===== config.mk =====
export PLATFORM = sky130hd
export DESIGN_NAME = seg7_scan_capture
export DESIGN_NICKNAME = d
export VERILOG_FILES = /design/src/rtl/seg7_scan_capture.sv
export SDC_FILE = /design/constraint.sdc
export NUM_CORES = 1
export LEC_CHECK = 0
export BUFFER_PORTS_ARGS = -buffer_cell sky130_fd_sc_hd__buf_2
export CORE_ASPECT_RATIO = 0.9
export CORE_MARGIN = 4
export CORE_UTILIZATION = 52
export CTS_BUF_LIST = sky130_fd_sc_hd__clkbuf_8
export CTS_CLUSTER_SIZE = 12
export DETAILED_ROUTE_END_ITERATION = 12
export GPL_ROUTABILITY_DRIVEN = 1
export GPL_TIMING_DRIVEN = 0
export PLACE_DENSITY = 0.89
export SLEW_MARGIN = 10
export SYNTH_ARGS = -nofsm -noshare
export SYNTH_HDL_FRONTEND = slang
export SYNTH_SLANG_ARGS = --single-unit

===== constraint.sdc =====
create_clock -name clk -period 4.3 [get_ports clk]
set_input_delay 0.43 -clock clk [delete_from_list [all_inputs] [get_ports clk]]
set_output_delay 0.43 -clock clk [all_outputs]
set_load 0.005 [all_outputs]

===== src/rtl/seg7_scan_capture.sv =====
`default_nettype none
// ============================================================================
// Module   : seg7_scan_capture
// Brief    : Recovers hex nibbles from a time-multiplexed 7-segment bus with
//            a per-pattern stability filter, frame detection and error flags.
// Revision : 1.0 - initial release
// ============================================================================
module seg7_scan_capture #(
    parameter int NDIG       = 8,
    parameter int STABLE_CYC = 4
) (
    input  logic                clk,
    input  logic                rst_n,
    input  logic [6:0]          seg_i,
    input  logic [NDIG-1:0]     dig_sel_i,
    input  logic                clear_i,
    output logic [4*NDIG-1:0]   value_o,
    output logic [NDIG-1:0]     digit_ok_o,
    output logic                frame_valid_o,
    output logic                pat_err_o,
    output logic                sel_err_o
);

    localparam logic [7:0] CNT_MAX = 8'(STABLE_CYC);

    logic [6:0]      sample_seg;
    logic [NDIG-1:0] sample_sel;
    logic [7:0]      cnt;
    logic [NDIG-1:0] seen;
    logic [3:0]      val_q [NDIG];

    logic            onehot;
    logic            multihot;
    logic            same;
    logic            commit;
    logic            frame;
    logic [4:0]      dec;

    // Returns {legal, nibble}; legal=0 for any pattern outside the hex font.
    function automatic logic [4:0] decode(input logic [6:0] s);
        logic [4:0] r;
        r = 5'h00;
        case (s)
            7'h7E: r = 5'h10;
            7'h30: r = 5'h11;
            7'h6D: r = 5'h12;
            7'h79: r = 5'h13;
            7'h33: r = 5'h14;
            7'h5B: r = 5'h15;
            7'h5F: r = 5'h16;
            7'h70: r = 5'h17;
            7'h7F: r = 5'h18;
            7'h7B: r = 5'h19;
            7'h77: r = 5'h1A;
            7'h1F: r = 5'h1B;
            7'h4E: r = 5'h1C;
            7'h3D: r = 5'h1D;
            7'h4F: r = 5'h1E;
            7'h47: r = 5'h1F;
            default: r = 5'h00;
        endcase
        return r;
    endfunction

    always_comb begin
        onehot   = ($countones(dig_sel_i) == 1);
        multihot = ($countones(dig_sel_i) > 1);
        same     = (seg_i == sample_seg) && (dig_sel_i == sample_sel);
        commit   = onehot && same && (cnt == CNT_MAX - 8'd1);
        dec      = decode(seg_i);
        frame    = commit && (&(seen | dig_sel_i));
    end

    always_ff @(posedge clk) begin
        if (!rst_n) begin
            sample_seg <= '0;
            sample_sel <= '0;
            cnt        <= '0;
        end else if (!onehot) begin
            sample_seg <= seg_i;
            sample_sel <= dig_sel_i;
            cnt        <= '0;
        end else if (same) begin
            if (cnt != CNT_MAX) begin
                cnt <= cnt + 8'd1;
            end
        end else begin
            sample_seg <= seg_i;
            sample_sel <= dig_sel_i;
            cnt        <= 8'd1;
        end
    end

    always_ff @(posedge clk) begin
        if (!rst_n) begin
            seen          <= '0;
            frame_valid_o <= 1'b0;
            pat_err_o     <= 1'b0;
            sel_err_o     <= 1'b0;
            digit_ok_o    <= '0;
            for (int i = 0; i < NDIG; i++) begin
                val_q[i] <= '0;
            end
        end else begin
            frame_valid_o <= frame;

            // A commit in the same cycle as clear still leaves its seen bit set.
            if (frame) begin
                seen <= '0;
            end else if (commit) begin
                seen <= (clear_i ? '0 : seen) | dig_sel_i;
            end else if (clear_i) begin
                seen <= '0;
            end

            if (commit && !dec[4]) begin
                pat_err_o <= 1'b1;
            end else if (clear_i) begin
                pat_err_o <= 1'b0;
            end

            if (multihot) begin
                sel_err_o <= 1'b1;
            end else if (clear_i) begin
                sel_err_o <= 1'b0;
            end

            for (int i = 0; i < NDIG; i++) begin
                if (commit && dig_sel_i[i]) begin
                    digit_ok_o[i] <= dec[4];
                    if (dec[4]) begin
                        val_q[i] <= dec[3:0];
                    end
                end
            end
        end
    end

    for (genvar g = 0; g < NDIG; g++) begin : g_pack
        assign value_o[4*g +: 4] = val_q[g];
    end

endmodule
`default_nettype wire


==> results of run 1 <==
[worst min-delay path by stage]
| stage | from | to | slack (ns) | depth (start not counted) |
|---|---|---|---|---|
| final | seg_i[1] | sample_seg[1] | 0.43 | 3 |
| after global routing | seg_i[1] | sample_seg[1] | 0.43 | 3 |
| after CTS | seg_i[1] | sample_seg[1] | 0.42 | 3 |
| after global placement | seen[0] | seen[0] | 0.46 | 2 |
| after detailed placement | seen[3] | seen[3] | 0.47 | 2 |
| after floorplan | seen[0] | seen[0] | 0.45 | 2 |
[through the flow]
| stage | TNS (ns) | worst slack [ns] | std cells | cell area [µm²] | hold slack (ns) |
|---|---|---|---|---|---|
| 3_3_place_gp | -15.18 | -0.529 | 486 | 4000 | 0.460 |
| 3_5_place_dp | -18.84 | -0.622 | 486 | 4000 | 0.467 |
| 2_1_floorplan | 0 | 0.0782 | 338 | 3590 | 0.450 |
| 6_report | 0 | 0.0912 | 507 | 4360 | 0.434 |
| 4_1_cts | 0 | 0.108 | 502 | 4280 | 0.423 |
| 5_1_grt | -0.0657 | -0.0204 | 507 | 4360 | 0.432 |
[per-layer routing]
| metal | part of all wire | vias up |
|---|---|---|
| li1 | - | 1379 |
| met1 | 0.38 | 1438 |
| met2 | 0.49 | 196 |
| met3 | 0.099 | 30 |
| met4 | 0.029 | 0 |
| met5 | 0 | - |
[logic make-up after synthesis]
family / after synthesis
AND/OR/NAND/NOR: 137
flip-flops: 74
AO/OA/AOI/OAI: 55
buffers and inverters: 37
XOR/XNOR: 24
adder cells (fa/ha/maj): 9
multiplexers: 2
[timing repair]
item | 4_1_cts | 5_1_grt
buffers inserted | 1 | 5
endpoints found under the setup margin | 32 | 31
cloned | 0 | 0
hold buffers | 0 | 0
pin swaps | 2 | 2
resized for setup | 12 | 9
[sequential cells by signal, summed over array words and instances, names as in the netlist]
name and flops:
sample_seg 7, digit_ok_o 8, seen 8, cnt 8, frame_valid_o 1, sample_sel 8, sel_err_o 1, pat_err_o 1
val_q 32
[layout make-up]
type                    count  area share
plain buffers              18      0.0290
clock buffers              10      0.0316
clock inverters             6      0.0184
inverters                  18      0.0164
multi-input cells         227       0.388
flip-flops and latches     74       0.414
well taps                  90      0.0258
repair buffers             64      0.0770
[cells in the final DEF (no fill, tap or decap), types with 5 or more instances in the layout]
master    count
buf_2        65
dfxtp_1      42
edfxtp_1     32
nor3_1       24
xor2_1       19
nor2_1       18
inv_1        17
and3_1       16
nand2b_1     12
nand3_1      12
a31oi_1      10
clkbuf_8     10
a21oi_1       9
and2_1        9
nand2_1       8
a211oi_1      8
buf_4         7
o22ai_1       6
o21ai_4       6
nand3b_1      5
xnor2_1       5
ha_1          5
[power by group through the flow]
stage                     sequential, mW  combinational, mW  clock [mW]
after floorplan                    0.783              0.123           0
after global placement             0.780              0.184           0
after detailed placement           0.782              0.192           0
after CTS                          0.766              0.206       0.592
after global routing               0.768              0.233       0.632
final                              0.766              0.217       0.595
[critical path: stages]
cell and delay (ns):
buf_2 0.18, clkinvlp_4 0.18, fa_1 0.52, fa_1 0.53, fa_1 0.41, inv_1 0.07, ha_1 0.18, inv_1 0.06
fa_1 0.43, nor4bb_1 0.27, a31o_2 0.22, buf_4 0.15, nand3_1 0.31, nor3_2 0.32, and2_1 0.17
==> results.py, run 1 <==
metrics = {
    "layout": {
        "regArea_um2": 1800,
        "diodes": 0,
        "areaGrowthSynthToFinish_pct": 21.3,
        "multiInputGateArea_um2": 1690,
        "fillers": 495,
        "drive_above_1_share": 0.293,
        "fin_util": 0.655,
        "finalNetCount": 439,
    },
    "synth": {
        "synthSimpleGateAreaFrac": 0.237,
        "synth_top_family_by_area": "simple AND/OR/NAND/NOR gates",
        "synthFlopType": "dfxtp_1",
        "synth_warnings": 0,
        "async_flop_share": 0,
        "ys_top_cells_by_area": "edfxtp_1 27%, dfxtp_1 23%, xor2_1 4.6%",
        "synth_xor_area_frac": 0.0585,
        "ys_seq_area_frac": 0.502,
        "synth_edf_count": 32,
        "ys_ff_latch": 74,
        "synthCells": 338,
        "synth.mux.area_fraction": 0.00592,
        "yosysTopAreaCellShare": 0.268,
        "synth_compound_area_frac": 0.102,
        "synth.avg_cell_area_um2": 10.6,
        "yosysTopAreaCell": "edfxtp_1",
        "synth_commonest_cells": "42 x dfxtp_1, 32 x edfxtp_1, 27 x nor3_1",
        "synth_cell_types": 55,
        "yosys.cell_count.top_type": "dfxtp_1",
        "syn_nets": 365,
        "netlist_area_um2": 3590,
        "synthAdderAreaFrac": 0.0397,
    },
    "sta": {
        "finalSetupViolCount": 0,
        "max_freq_ghz": 0.238,
        "drv_slew": 0,
        "tightest_slew_ns": 0.924,
        "relSlewSlack": 0.377,
        "worst_clock_skew_ns": 0.0153,
        "period_share": 0.979,
        "period_minus_slack_ns": 4.21,
        "finalHoldViolCount": 0,
    },
    "die": {
        "num_rows": 28,
        "dieArea_um2": 8300,
        "placeableCoreArea_um2": 6660,
        "dieWidth_um": 95.6,
        "die_h_um": 86.9,
        "start_util": 0.540,
        "io_pins": 61,
    },
    "pwr": {
        "vdd_drop_max_uv": 172,
        "sw_frac_of_total": 0.250,
        "power.leakage_nw": 1.74,
        "intPower_mw": 1.18,
        "p_switching_mw": 0.395,
        "pwr-share-comb": 0.137,
        "seqPwrFrac": 0.486,
        "power_frac_clock": 0.377,
        "pwr_density_cell_nw_per_um2": 362,
        "total_power_mw": 1.58,
    },
    "worst_setup_path": {
        "rrSetupSlack_ns": 1.88,
        "r2r-start": "cnt[3]",
        "critPathCapture": "val_q[0][4]",
        "cp.required_ns": 4.51,
        "critPathLaunch": "dig_sel_i[1]",
        "cp_max_fo": 8,
        "r2r_cells": 7,
        "timing.rr.end": "val_q[0][5]",
        "start_kind": "input pin",
        "endpoint_kind": "register",
        "cp.arrival_ns": 4.42,
        "crit_type": "in -> reg",
    },
    "detailed_routing": {
        "drt_iter0_markers": 261,
        "first_pass_iters": 9,
        "avgRoutedWirePerCell_um": 18.5,
        "routed_via_density": 6.00,
        "route.vias.total": 3043,
        "route.detailed.drc": 0,
        "drt_wl_total_um": 9380,
        "ant_nets": 0,
    },
    "global_route": {
        "grt_usage": 0.227,
        "met1_usage": 0.288,
        "grt_busiest_layer": "met2",
        "grt_overflow": 0,
        "grt_max_degree": 18,
        "globalRouteMet3Util": 0.0415,
        "grt_first_pass_wirelength_um": 14200,
        "antenna_found_initial": 0,
        "first_global_vias": 2842,
        "use_met2": 0.378,
    },
    "placed_design": {
        "portBuffers": 58,
        "place.gp.congestion": 0.924,
        "dp_hpwl_um": 6450,
    },
    "clocking": {
        "clk_pin_slew_ns": 0.08,
        "cts-root-buf": "clkbuf_8",
        "cts_sinks": 74,
        "cts_htree_levels": 3,
        "cts_buffer_depth": 2,
        "cts_tree": "yes",
        "clock_latency_ns": 0.34,
        "numCtsBuffers": 9,
    },
    "worst_hold_path": {
        "hp-class": "in -> reg",
    },
    "run_status": {
        "status": "complete, no violations",
    },
    "run": {
        "maxCapViolations": 0,
    },
}
Power figures use the tool's default switching activity.
==> inputs of run 2 (changes only) <==
ABC_AREA = 1   (was unset)
CORE_UTILIZATION = 55   (was 52)
clock period = 4.2 ns   (was 4.3 ns; I/O delays follow)
==> results.py, run 2 <==
metrics = {
    "detailed_routing": {
        "highest_layer": "met4",
        "drt_wl_total_um": 7520,
        "ant_nets": 0,
        "m1WireLength_um": 3390,
        "drt_iter0_markers": 208,
        "route.vias.total": 2975,
        "wl_met2_um": 3440,
        "route.detailed.drc": 0,
        "routed_via_density": 4.94,
        "avgRoutedWirePerCell_um": 12.5,
        "first_pass_iters": 5,
        "wl_met3_um": 581,
    },
    "worst_setup_path": {
        "cp.arrival_ns": 3.98,
        "crit_type": "in -> reg",
        "start_kind": "input pin",
        "crit_chain": "buf_2 -> inv_2 -> fa_1 -> fa_1 -> fa_1 -> inv_1 -> ha_1 -> inv_1 -> fa_1 -> nor2_1 -> nand3_1 -> nand2_1 -> nand3_1 -> inv_1 -> nand3_2 -> nor2_4 -> buf_12 -> nand3_1 -> nand2_1",
        "slowest_stage": "fa_1",
        "cpPeakStageDelay_ns": 0.56,
        "r2r-start": "cnt[1]",
        "path_common_cell": "fa_1",
        "cp_max_fo": 10,
        "critPathLaunch": "dig_sel_i[0]",
        "cp.required_ns": 4.24,
        "endpoint_kind": "register",
    },
    "placed_design": {
        "place_area_um2": 3940,
        "portBuffers": 59,
        "dp_slack_ns": -0.336,
        "dp_hpwl_um": 5830,
        "place.gp.congestion": 0.892,
        "dpl.cell_count": 586,
    },
    "clocking": {
        "clock_latency_ns": 0.35,
        "cts_tree": "yes",
        "cts_htree_levels": 3,
        "cts_buffer_depth": 2,
        "cts_sinks": 74,
        "cts-root-buf": "clkbuf_8",
        "cts_resized": 0,
        "clk_pin_slew_ns": 0.08,
        "cts_hold_buf": 0,
        "numCtsBuffers": 9,
        "post-cts-setup-buffers": 0,
    },
    "sta": {
        "relSlewSlack": 0.560,
        "finalHoldViolCount": 0,
        "rsz0062_at_grt": "no",
        "finalSetupViolCount": 0,
        "holdWs_ns": 0.303,
        "period_minus_slack_ns": 3.94,
        "layout_setup_ws_ns": 0.261,
        "period_share": 0.938,
        "tightest_slew_ns": 0.661,
        "worst_clock_skew_ns": 0.00829,
        "max_freq_ghz": 0.254,
        "drv_slew": 0,
    },
    "synth": {
        "synth_commonest_cells": "108 x nand2_1, 74 x inv_1, 70 x nor2_1",
        "synth_cell_types": 35,
        "yosysTopAreaCell": "edfxtp_1",
        "synth.avg_cell_area_um2": 8.04,
        "ys_top_cells_by_area": "edfxtp_1 27%, dfxtp_1 24%, nand2_1 11%",
        "syn_nets": 467,
        "synth_edf_count": 32,
        "yosysTopAreaCellShare": 0.272,
        "synthCells": 440,
        "async_flop_share": 0,
        "synthFlopType": "dfxtp_1",
        "ys_seq_area_frac": 0.510,
        "yosys.cell_count.top_type": "nand2_1",
        "ys_ff_latch": 74,
        "netlist_area_um2": 3540,
        "synth_warnings": 0,
    },
    "global_route": {
        "grt_first_pass_wirelength_um": 12600,
        "first_global_vias": 2851,
        "antenna_found_initial": 0,
        "grt_usage": 0.203,
        "grt_max_degree": 14,
        "grt_overflow": 0,
    },
    "pwr": {
        "seqPwrFrac": 0.541,
        "sw_frac_of_total": 0.266,
        "intPower_mw": 1.06,
        "p_switching_mw": 0.384,
        "vdd_drop_max_uv": 205,
        "power.leakage_nw": 2.04,
        "pwr_density_cell_nw_per_um2": 348,
        "pwr-share-comb": 0.113,
        "power_frac_clock": 0.347,
    },
    "run": {
        "maxCapViolations": 0,
    },
    "worst_hold_path": {
        "hp-class": "in -> reg",
        "min-delay-start": "seg_i[1]",
    },
    "die": {
        "dieArea_um2": 7780,
        "io_pins": 61,
        "placeableCoreArea_um2": 6180,
        "dieWidth_um": 92.5,
        "start_util": 0.572,
        "num_rows": 27,
        "die_h_um": 84.1,
    },
    "layout": {
        "areaGrowthSynthToFinish_pct": 17.2,
        "final_cell_mix": "107 x nand2_1, 74 x inv_1, 70 x nor2_1",
        "drive_above_1_share": 0.212,
        "fin_util": 0.670,
        "final_cell_area_um2": 4140,
        "largest_reg_flops": 32,
        "final_common_cell": "nand2_1",
        "diodes": 0,
        "regMostFlops": "val_q",
        "fillers": 498,
        "finalNetCount": 537,
        "final_cells": 602,
    },
    "run_status": {
        "status": "complete, no violations",
    },
}
[run 2: power by group through the flow]
stage	Combinational, mW	Clock [mW]	Sequential (mW)
after floorplan	0.0996	0	0.797
final	0.162	0.501	0.780
after detailed placement	0.160	0	0.797
after global placement	0.153	0	0.796
after global routing	0.189	0.533	0.783
after CTS	0.160	0.507	0.780
[run 2: path summary, 6_finish.rpt]
check,end,slack [ns],cells after the start
worst max-delay path,val_q[1][15],0.26,19
worst min-delay path,sample_seg[1],0.30,3
worst max register to register,val_q[1][15],2.04,10
worst min register to register,digit_ok_o[6],0.47,2
[run 2: final cells by class]
| type | count | area, µm² | area share |
|---|---|---|---|
| multi-input cells | 275 | 1400 | 0.337 |
| clock buffers | 10 | 138 | 0.0332 |
| clock inverters | 6 | 41.3 | 0.00996 |
| well taps | 87 | 109 | 0.0263 |
| flip-flops and latches | 74 | 1800 | 0.435 |
| repair buffers | 59 | 295 | 0.0713 |
| plain buffers | 6 | 43.8 | 0.0106 |
| inverters | 85 | 319 | 0.0770 |
[run 2: worst max-delay path, delay by kind of cell]
kind / cells / cell delay (ns)
and+or+nand+nor: 8 / 0.95
buffers and inverters: 6 / 0.60
adders and majority gates: 5 / 2.00
[run 2: through the flow]
| step | TNS, ns | power [mW] |
|---|---|---|
| floorplan | 0 | 0.897 |
| global placement | -2.63 | 0.949 |
| detailed placement | -6.14 | 0.957 |
| CTS | 0 | 1.45 |
| global route | 0 | 1.50 |
| finish | 0 | 1.44 |
[run 2: kinds of logic after synthesis]
| group | synth area share |
|---|---|
| buffers and inverters | 0.103 |
| adder cells (fa/ha/maj) | 0.0403 |
| XOR/XNOR | 0.00991 |
| AND/OR/NAND/NOR | 0.300 |
| AO/OA/AOI/OAI | 0.0379 |
| flip-flops | 0.510 |
[run 2: routing by layer]
layer | up-vias | global-route usage
met4 | 0 | 0.0715
met2 | 111 | 0.337
li1 | 1504 | -
met3 | 10 | 0.0433
met5 | - | 0
met1 | 1350 | 0.262
==> inputs of run 3 (changes only) <==
GPL_TIMING_DRIVEN = unset   (was 0)
==> results.py, run 3 (same netlist as run 2, synthesis figures left out) <==
metrics = {
    "run_status": {
        "status": "complete, no violations",
    },
    "detailed_routing": {
        "drt_wl_total_um": 8540,
        "drt_iter0_markers": 271,
        "routed_via_density": 5.12,
        "route.vias.total": 3116,
        "ant_nets": 0,
        "route.detailed.drc": 0,
        "first_pass_iters": 6,
        "avgRoutedWirePerCell_um": 14.0,
    },
    "clocking": {
        "cts_sinks": 74,
        "numCtsBuffers": 9,
        "cts_tree": "yes",
        "cts-root-buf": "clkbuf_8",
        "cts_resized": 0,
        "post-cts-setup-buffers": 0,
        "clock_latency_ns": 0.35,
        "clk_pin_slew_ns": 0.08,
        "cts_hold_buf": 0,
        "cts_buffer_depth": 2,
        "cts_htree_levels": 3,
    },
    "sta": {
        "drv_slew": 0,
        "max_freq_ghz": 0.257,
        "finalSetupViolCount": 0,
        "period_minus_slack_ns": 3.89,
        "relSlewSlack": 0.469,
        "finalHoldViolCount": 0,
        "holdWs_ns": 0.301,
        "fin_tns_setup_ns": 0,
        "period_share": 0.927,
        "rsz0062_at_grt": "no",
        "worst_clock_skew_ns": 0.00559,
        "tightest_slew_ns": 0.797,
    },
    "worst_setup_path": {
        "cp.required_ns": 4.27,
        "cpPeakStageDelay_ns": 0.55,
        "cp_max_fo": 12,
        "critPathTopFamily": "adder cells",
        "start_kind": "input pin",
        "endpoint_kind": "register",
        "crit_chain": "buf_2 -> inv_2 -> fa_1 -> fa_1 -> fa_1 -> inv_1 -> ha_1 -> inv_1 -> fa_1 -> nor2_1 -> nand3_1 -> nand2_1 -> nand3_1 -> inv_1 -> nand3_2 -> nor2_4 -> buf_12 -> nand2_1 -> o21ai_0 -> buf_4",
        "slowest_stage": "fa_1",
        "crit_type": "in -> reg",
        "cp.arrival_ns": 3.96,
        "path_common_cell": "fa_1",
        "cp_num_buf_inv": 7,
    },
    "global_route": {
        "antenna_found_initial": 0,
        "grt_usage": 0.228,
        "grt_overflow": 0,
        "first_global_vias": 3006,
        "grt_max_degree": 44,
        "grt_first_pass_wirelength_um": 13900,
    },
    "layout": {
        "areaGrowthSynthToFinish_pct": 18.9,
        "final_cell_area_um2": 4200,
        "final_cell_mix": "108 x nand2_1, 74 x inv_1, 70 x nor2_1",
        "diodes": 0,
        "largest_reg_flops": 32,
        "regMostFlops": "val_q",
        "drive_above_1_share": 0.215,
        "final_cells": 609,
        "fillers": 490,
        "finalNetCount": 544,
        "final_common_cell": "nand2_1",
    },
    "run": {
        "maxCapViolations": 0,
    },
    "placed_design": {
        "portBuffers": 60,
        "place.gp.congestion": 0.922,
        "dp_hpwl_um": 6440,
        "place_area_um2": 4000,
        "dpl.cell_count": 593,
    },
    "die": {
        "io_pins": 61,
        "num_rows": 27,
        "start_util": 0.572,
        "placeableCoreArea_um2": 6180,
        "dieArea_um2": 7780,
        "die_h_um": 84.1,
        "dieWidth_um": 92.5,
    },
    "worst_hold_path": {
        "hp-class": "in -> reg",
    },
    "pwr": {
        "power.leakage_nw": 2.09,
        "pwr_density_cell_nw_per_um2": 360,
        "vdd_drop_max_uv": 189,
    },
}
## run 3: final timing paths
| path | start | endpoint | slack, ns | cells past startpoint |
|---|---|---|---|---|
| worst max-delay path | dig_sel_i[0] | val_q[1][6] | 0.31 | 20 |
| worst min-delay path | seg_i[1] | sample_seg[1] | 0.30 | 3 |
| worst max register to register | cnt[1] | val_q[1][6] | 1.84 | 11 |
| worst min register to register | digit_ok_o[4] | digit_ok_o[4] | 0.48 | 2 |
## run 3: power by group
part / leakage [nW] / switching, mW / internal [mW]
sequential: 0.677 / 0.00949 / 0.771
clock: 0.101 / 0.283 / 0.279
combinational: 1.31 / 0.110 / 0.0597
total: 2.09 / 0.403 / 1.11
## run 3: worst reg2reg max path: cells and delay by family, from the launching register on
kind / cells / cell delay, ns
flip-flops: 1 / 0.38
adder cells (fa/ha/maj): 1 / 0.19
AND/OR/NAND/NOR: 4 / 0.71
AO/OA/AOI/OAI: 1 / 0.19
buffers and inverters: 5 / 0.60
## run 3: per-layer routing
metal  routed length (µm)  part of all wire  vias to the layer above  GRT usage
met5                    0                 0                        -          0
met4                  116             0.014                        0     0.0904
met3                  733             0.086                       13     0.0469
met2                 4090              0.48                      167      0.388
met1                 3600              0.42                     1421      0.283
li1                     -                 -                     1515          -
## run 3: final cells by class
class | count | area [µm²] | share of cell area
tap | 87 | 109 | 0.0259
clock inverter | 7 | 75.1 | 0.0179
multi-input combinational | 275 | 1370 | 0.326
inverter | 85 | 319 | 0.0759
timing repair buffer | 72 | 403 | 0.0959
sequential | 74 | 1800 | 0.429
clock buffer | 9 | 124 | 0.0295
## run 3: metrics by stage
stage,utilization,power (mW),worst slack (ns)
4_1_cts,0.680,1.52,0.343
6_report,0.680,1.51,0.307
3_5_place_dp,0.648,0.964,-0.0353
5_1_grt,0.680,1.57,0.118
3_3_place_gp,0.648,0.953,0.174
2_1_floorplan,-,0.897,0.257
